File: src/rtl/mem_arbiter.sv
`timescale 1ns/1ps
// Round-robin arbiter that shares one fixed-latency memory port between caches A and B.
// Each transaction walks IDLE -> ISSUE -> WAIT (MEM_DELAY cycles) -> RESP -> IDLE.
module mem_arbiter #(
  parameter int unsigned ADDRESSBIT = 16,
  parameter int unsigned WORDSIZE   = 32,
  parameter int unsigned MEM_DELAY  = 4
) (
  input  logic                  clk,
  input  logic                  rst,
  input  logic                  reqA,
  input  logic                  reqB,
  input  logic                  rdwtA,
  input  logic                  rdwtB,
  input  logic [ADDRESSBIT-1:0] addrA,
  input  logic [ADDRESSBIT-1:0] addrB,
  input  logic [WORDSIZE-1:0]   dataInA,
  input  logic [WORDSIZE-1:0]   dataInB,
  output logic                  gntA,
  output logic                  gntB,
  output logic                  ackA,
  output logic                  ackB,
  output logic [WORDSIZE-1:0]   dataOutA,
  output logic [WORDSIZE-1:0]   dataOutB,
  output logic [ADDRESSBIT-1:0] mem_addr,
  output logic [WORDSIZE-1:0]   mem_dataIn,
  output logic                  mem_rdwt,
  input  logic [WORDSIZE-1:0]   mem_dataOut,
  output logic                  busy
);

  localparam logic RD   = 1'b0;
  localparam logic WT   = 1'b1;
  localparam logic OwnA = 1'b0;
  localparam logic OwnB = 1'b1;

  typedef enum logic [1:0] {StIdle, StIssue, StWait, StResp} state_e;

  state_e                state_q, state_d;
  logic                  last_grant_q, last_grant_d;
  logic                  rdwt_q, rdwt_d;
  logic [ADDRESSBIT-1:0] addr_q, addr_d;
  logic [WORDSIZE-1:0]   data_q, data_d;
  logic [WORDSIZE-1:0]   dout_a_q, dout_a_d;
  logic [WORDSIZE-1:0]   dout_b_q, dout_b_d;
  logic [7:0]            cnt_q, cnt_d;
  logic                  grant_b;

  always_comb begin
    state_d      = state_q;
    last_grant_d = last_grant_q;
    rdwt_d       = rdwt_q;
    addr_d       = addr_q;
    data_d       = data_q;
    dout_a_d     = dout_a_q;
    dout_b_d     = dout_b_q;
    cnt_d        = cnt_q;
    grant_b      = 1'b0;
    unique case (state_q)
      StIdle: begin
        if (reqA || reqB) begin
          // B wins a tie only when A was the previous owner.
          grant_b      = reqB && (!reqA || (last_grant_q == OwnA));
          last_grant_d = grant_b ? OwnB : OwnA;
          rdwt_d       = grant_b ? rdwtB : rdwtA;
          addr_d       = grant_b ? addrB : addrA;
          data_d       = grant_b ? dataInB : dataInA;
          state_d      = StIssue;
        end
      end
      StIssue: begin
        cnt_d   = 8'(MEM_DELAY);
        state_d = StWait;
      end
      StWait: begin
        cnt_d = cnt_q - 8'd1;
        if (cnt_q == 8'd1) begin
          if (rdwt_q == RD) begin
            if (last_grant_q == OwnB) dout_b_d = mem_dataOut;
            else                      dout_a_d = mem_dataOut;
          end
          state_d = StResp;
        end
      end
      StResp: begin
        state_d = StIdle;
      end
      default: begin
        state_d = StIdle;
      end
    endcase
  end

  always_ff @(posedge clk or posedge rst) begin
    if (rst) begin
      state_q      <= StIdle;
      last_grant_q <= OwnB;
      rdwt_q       <= RD;
      addr_q       <= '0;
      data_q       <= '0;
      dout_a_q     <= '0;
      dout_b_q     <= '0;
      cnt_q        <= '0;
    end else begin
      state_q      <= state_d;
      last_grant_q <= last_grant_d;
      rdwt_q       <= rdwt_d;
      addr_q       <= addr_d;
      data_q       <= data_d;
      dout_a_q     <= dout_a_d;
      dout_b_q     <= dout_b_d;
      cnt_q        <= cnt_d;
    end
  end

  // Outputs decode straight from state, so asynchronous reset clears them at once.
  always_comb begin
    busy       = (state_q != StIdle);
    gntA       = busy && (last_grant_q == OwnA);
    gntB       = busy && (last_grant_q == OwnB);
    ackA       = (state_q == StResp) && (last_grant_q == OwnA);
    ackB       = (state_q == StResp) && (last_grant_q == OwnB);
    mem_rdwt   = ((state_q == StIssue) && (rdwt_q == WT)) ? WT : RD;
    mem_addr   = addr_q;
    mem_dataIn = data_q;
    dataOutA   = dout_a_q;
    dataOutB   = dout_b_q;
  end

endmodule

File: config.mk
export PLATFORM = sky130hd
export DESIGN_NAME = mem_arbiter
export DESIGN_NICKNAME = d
export VERILOG_FILES = /design/src/rtl/mem_arbiter.sv
export SDC_FILE = /design/constraint.sdc
export NUM_CORES = 1
export LEC_CHECK = 0
export CAP_MARGIN = 20
export CORE_MARGIN = 2
export CORE_UTILIZATION = 30
export DETAILED_ROUTE_END_ITERATION = 8
export SLEW_MARGIN = 10
export SYNTH_ARGS = -nofsm -noshare
export SYNTH_HDL_FRONTEND = slang
export SYNTH_SLANG_ARGS = --single-unit
File: constraint.sdc
create_clock -name clk -period 9.4 [get_ports clk]
set_input_delay 1.88 -clock clk [delete_from_list [all_inputs] [get_ports clk]]
set_output_delay 1.88 -clock clk [all_outputs]
set_load 0.01 [all_outputs]
==> impl_metrics.csv <==
group,metric,value,unit
synthesis,synth_top_family_by_area,"multiplexers",
synthesis,netlist_area,5482,um2
timing,drv_slew,0,
worst_setup_path,cp.arrival,1.93,ns
clock_tree,cts_tree,"yes",
min_path,hold_path_startpoint,"mem_dataIn[10]",
grt,grt_pass1_wl,23.68,mm
drt,wirelength,14.61,mm
timing,fin_skew,0.008911,ns
synthesis,ys_ff_latch,124,
drt,ant_nets,0,
worst_setup_path,r2r-end,"dataOutA[12]",
layout,layout-drive-gt1-share,15.55,%
drt,top_layer,"met4",
timing,slew-limit-headroom,44.21,%
synthesis,synth_simple_gate_area_share,6.414,%
drt,via_count,4175,
die,dieArea,19370,um2
drt,met2_length,7.156,mm
die,io_pins,252,
die,initial_core_util,30.51,%
placed_design,gp_routability_congestion,0.7819,
drt,drc,0,
placed_design,io_buffers,251,
drt,wl_met3,838,um
worst_setup_path,crit_required,7.52,ns
synthesis,synth_xor_area_share,0,%
clock_tree,clk_pin_slew,0.06,ns
clock_tree,root_buffer,"clkbuf_16",
die,num_rows,49,
outcome,status,"finished, final reports clean",
drt,avgViaCountPerCell,4.553,
grt,grt_pass1_vias,4366,
die,die_h,139.2,um
layout,layout_common_cells,"251 x clkdlybuf4s50_1, 123 x dfrtp_1, 59 x o21ai_0",
die,die_w,139.2,um
synthesis,synth_nets,569,
pwr,powerDensity,327.7,nW/um2
grt,grt_start_max_net_pins,99,
timing,post-route-min-period,3.813,ns
synthesis,synth_sequential_area_ratio,56.63,%
worst_setup_path,reg2reg_slack,6.96,ns
clock_tree,hold_buffers,0,
timing,finalSetupViolations,0,
worst_setup_path,r2r_cells,5,
synthesis,yosysTopAreaCell,"dfrtp_1",
drt,firstDrtPassIters,5,
clock_tree,post-cts-setup-buffers,0,
clock_tree,numCtsBuffers,17,
pwr,leakage,3.830,nW
worst_setup_path,critPathKind,"register to output port",
clock_tree,cts_resized,0,
drt,drt-wirelength-per-cell,15.94,um
min_path,min_delay_path_depth,2,
placed_design,dp_hpwl,10.61,mm
min_path,hp-class,"register to register",
timing,fin_tns_setup,0,ns
timing,tightest_slew,0.8368,ns
die,core,17960,um2
clock_tree,htreeDepth,4,
layout,final_common_cell,"clkdlybuf4s50_1",
timing,min_period_over_period,40.56,%
min_path,worstHoldEndpoint,"mem_dataIn[10]",
layout,diodes,0,
worst_setup_path,reg2reg_from,"state_q[0]",
worst_setup_path,worst-path-max-fanout,6,
worst_setup_path,cp-start-kind,"register",
layout,n_fill_cell,1559,
synthesis,synth_fa_ha_area_share,1.598,%
run,cap_violations,0,
timing,grt_setup_unrepaired,"false",
grt,grt_antenna_before_repair,0,
timing,finalHoldViolCount,0,
worst_setup_path,slowest_stage,"clkdlybuf4s50_1",
drt,wl_met1,6.193,mm
layout,layout.nets,816,
worst_setup_path,cp_cell_sequence,"inv_1 > ha_1 > nor2b_1 > clkdlybuf4s50_1",
clock_tree,clk_latency,0.42,ns
layout,final_core_util,48.76,%
pwr,power,2.870,mW
synthesis,synth-compound-area-share,6.597,%
synthesis,synth_area_leaders,"dfrtp_1 56%, mux2i_1 9.5%, mux2_4 8.2%, mux2_2 6.8%, o21ai_0 5.4%",
synthesis,yosysWarningCount,0,
grt,grt_use_total,15.43,%
drt,drtIter0Drc,147,
layout,synthToLayoutAreaGrowth,59.78,%
synthesis,netlist_instances,428,
synthesis,yosysUniqueCellTypes,35,
worst_setup_path,slowest_delay,0.56,ns
synthesis,synthMuxAreaShare,24.70,%
clock_tree,clkSinkCount,124,
pwr,peakVddDrop,0.2224,mV
worst_setup_path,critPathCaptureType,"output port",
grt,grt_overflow_total,0,
synthesis,synth_top_area_share,56.15,%
synthesis,syn_area_per_cell,12.81,um2
clock_tree,clock_path_buffers,2,
timing,max_freq,262.3,MHz
[per-stage QoR]
step	hold slack, ns	area, um2	cells	setup slack [ns]
final	0.4768	8758	917	5.587
after global routing	0.4980	8758	917	5.494
after CTS	0.4828	8758	917	5.564
after detailed placement	0.4690	8143	885	5.517
after global placement	0.4621	8143	885	5.550
after floorplan	0.4515	5482	428	4.222
[how the worst max path moves through the flow]
stage / startpoint / end / slack, ns / cells after the start
after floorplan: rst / cnt_q[0] / 4.22 / 1
after global placement: reqB / mem_addr[14] / 5.55 / 5
after detailed placement: reqB / mem_addr[10] / 5.52 / 5
after CTS: state_q[0] / gntB / 5.56 / 4
after global routing: state_q[0] / gntB / 5.49 / 4
final: state_q[0] / gntB / 5.59 / 4
[critical path: cells and delay by family (launching register included)]
| family | cells | cell delay [ns] |
|---|---|---|
| buffers and inverters | 2 | 0.66 |
| flip-flops | 1 | 0.40 |
| adder cells (fa/ha/maj) | 1 | 0.31 |
| AND/OR/NAND/NOR | 1 | 0.16 |
[report_power, final]
| group | switching, mW | internal (mW) |
|---|---|---|
| clock network | 0.259 | 0.421 |
| registers | 0.158 | 0.800 |
| logic | 0.506 | 0.726 |
| total | 0.923 | 1.95 |
[layer usage]
| layer | global-route usage (%) | up-vias |
|---|---|---|
| li1 | - | 1995 |
| met1 | 19.10 | 1987 |
| met2 | 24.94 | 160 |
| met3 | 4.282 | 33 |
| met4 | 7.496 | 0 |
| met5 | 0 | - |
[sequential cells by signal (all words and copies together), names as in the netlist]
register / cells
cnt_q: 8
dataOutA: 32
dataOutB: 32
last_grant_q: 1
mem_addr: 16
mem_dataIn: 32
rdwt_q: 1
state_q: 2
[final cells by class]
| type | count | area (um2) | area share, % |
|---|---|---|---|
| multi-input combinational | 269 | 2177 | 24.86 |
| clock buffer | 17 | 425.4 | 4.857 |
| inverter | 8 | 32.53 | 0.3714 |
| sequential | 124 | 3104 | 35.44 |
| clock inverter | 15 | 190.2 | 2.171 |
| timing repair buffer | 255 | 2542 | 29.03 |
| tap | 229 | 286.5 | 3.271 |
[cells by family (layout without fill, tap and decap cells)]
group                    after synthesis  count (layout)
AND/OR/NAND/NOR                       77              77
multiplexers                         116             116
adder cells (fa/ha/maj)                7               7
AO/OA/AOI/OAI                         69              69
buffers and inverters                 35             295
flip-flops                           124             124
[cells in the mapped netlist]
master	count
inv_1	7
and2_1	2
mux2_4	30
buf_12	3
buf_4	1
nor4_1	1
o2bb2ai_1	1
nand2_1	54
buf_6	4
a21boi_1	1
o21ai_0	59
nor2b_1	2
o32a_1	1
a21oi_1	4
nand4b_2	1
nor3_1	2
dfstp_2	1
inv_2	1
o41ai_1	1
buf_2	7
nor3b_1	1
mux2i_1	52
mux2_1	1
o21ai_1	1
a31oi_1	1
dfrtp_1	123
mux2_2	33
nand4_1	2
clkbuf_1	12
nor3_4	1
or4_4	1
nand3_1	2
or3_1	2
ha_1	7
nor2_1	6
Note: power is estimated with default switching activity, not from simulation.
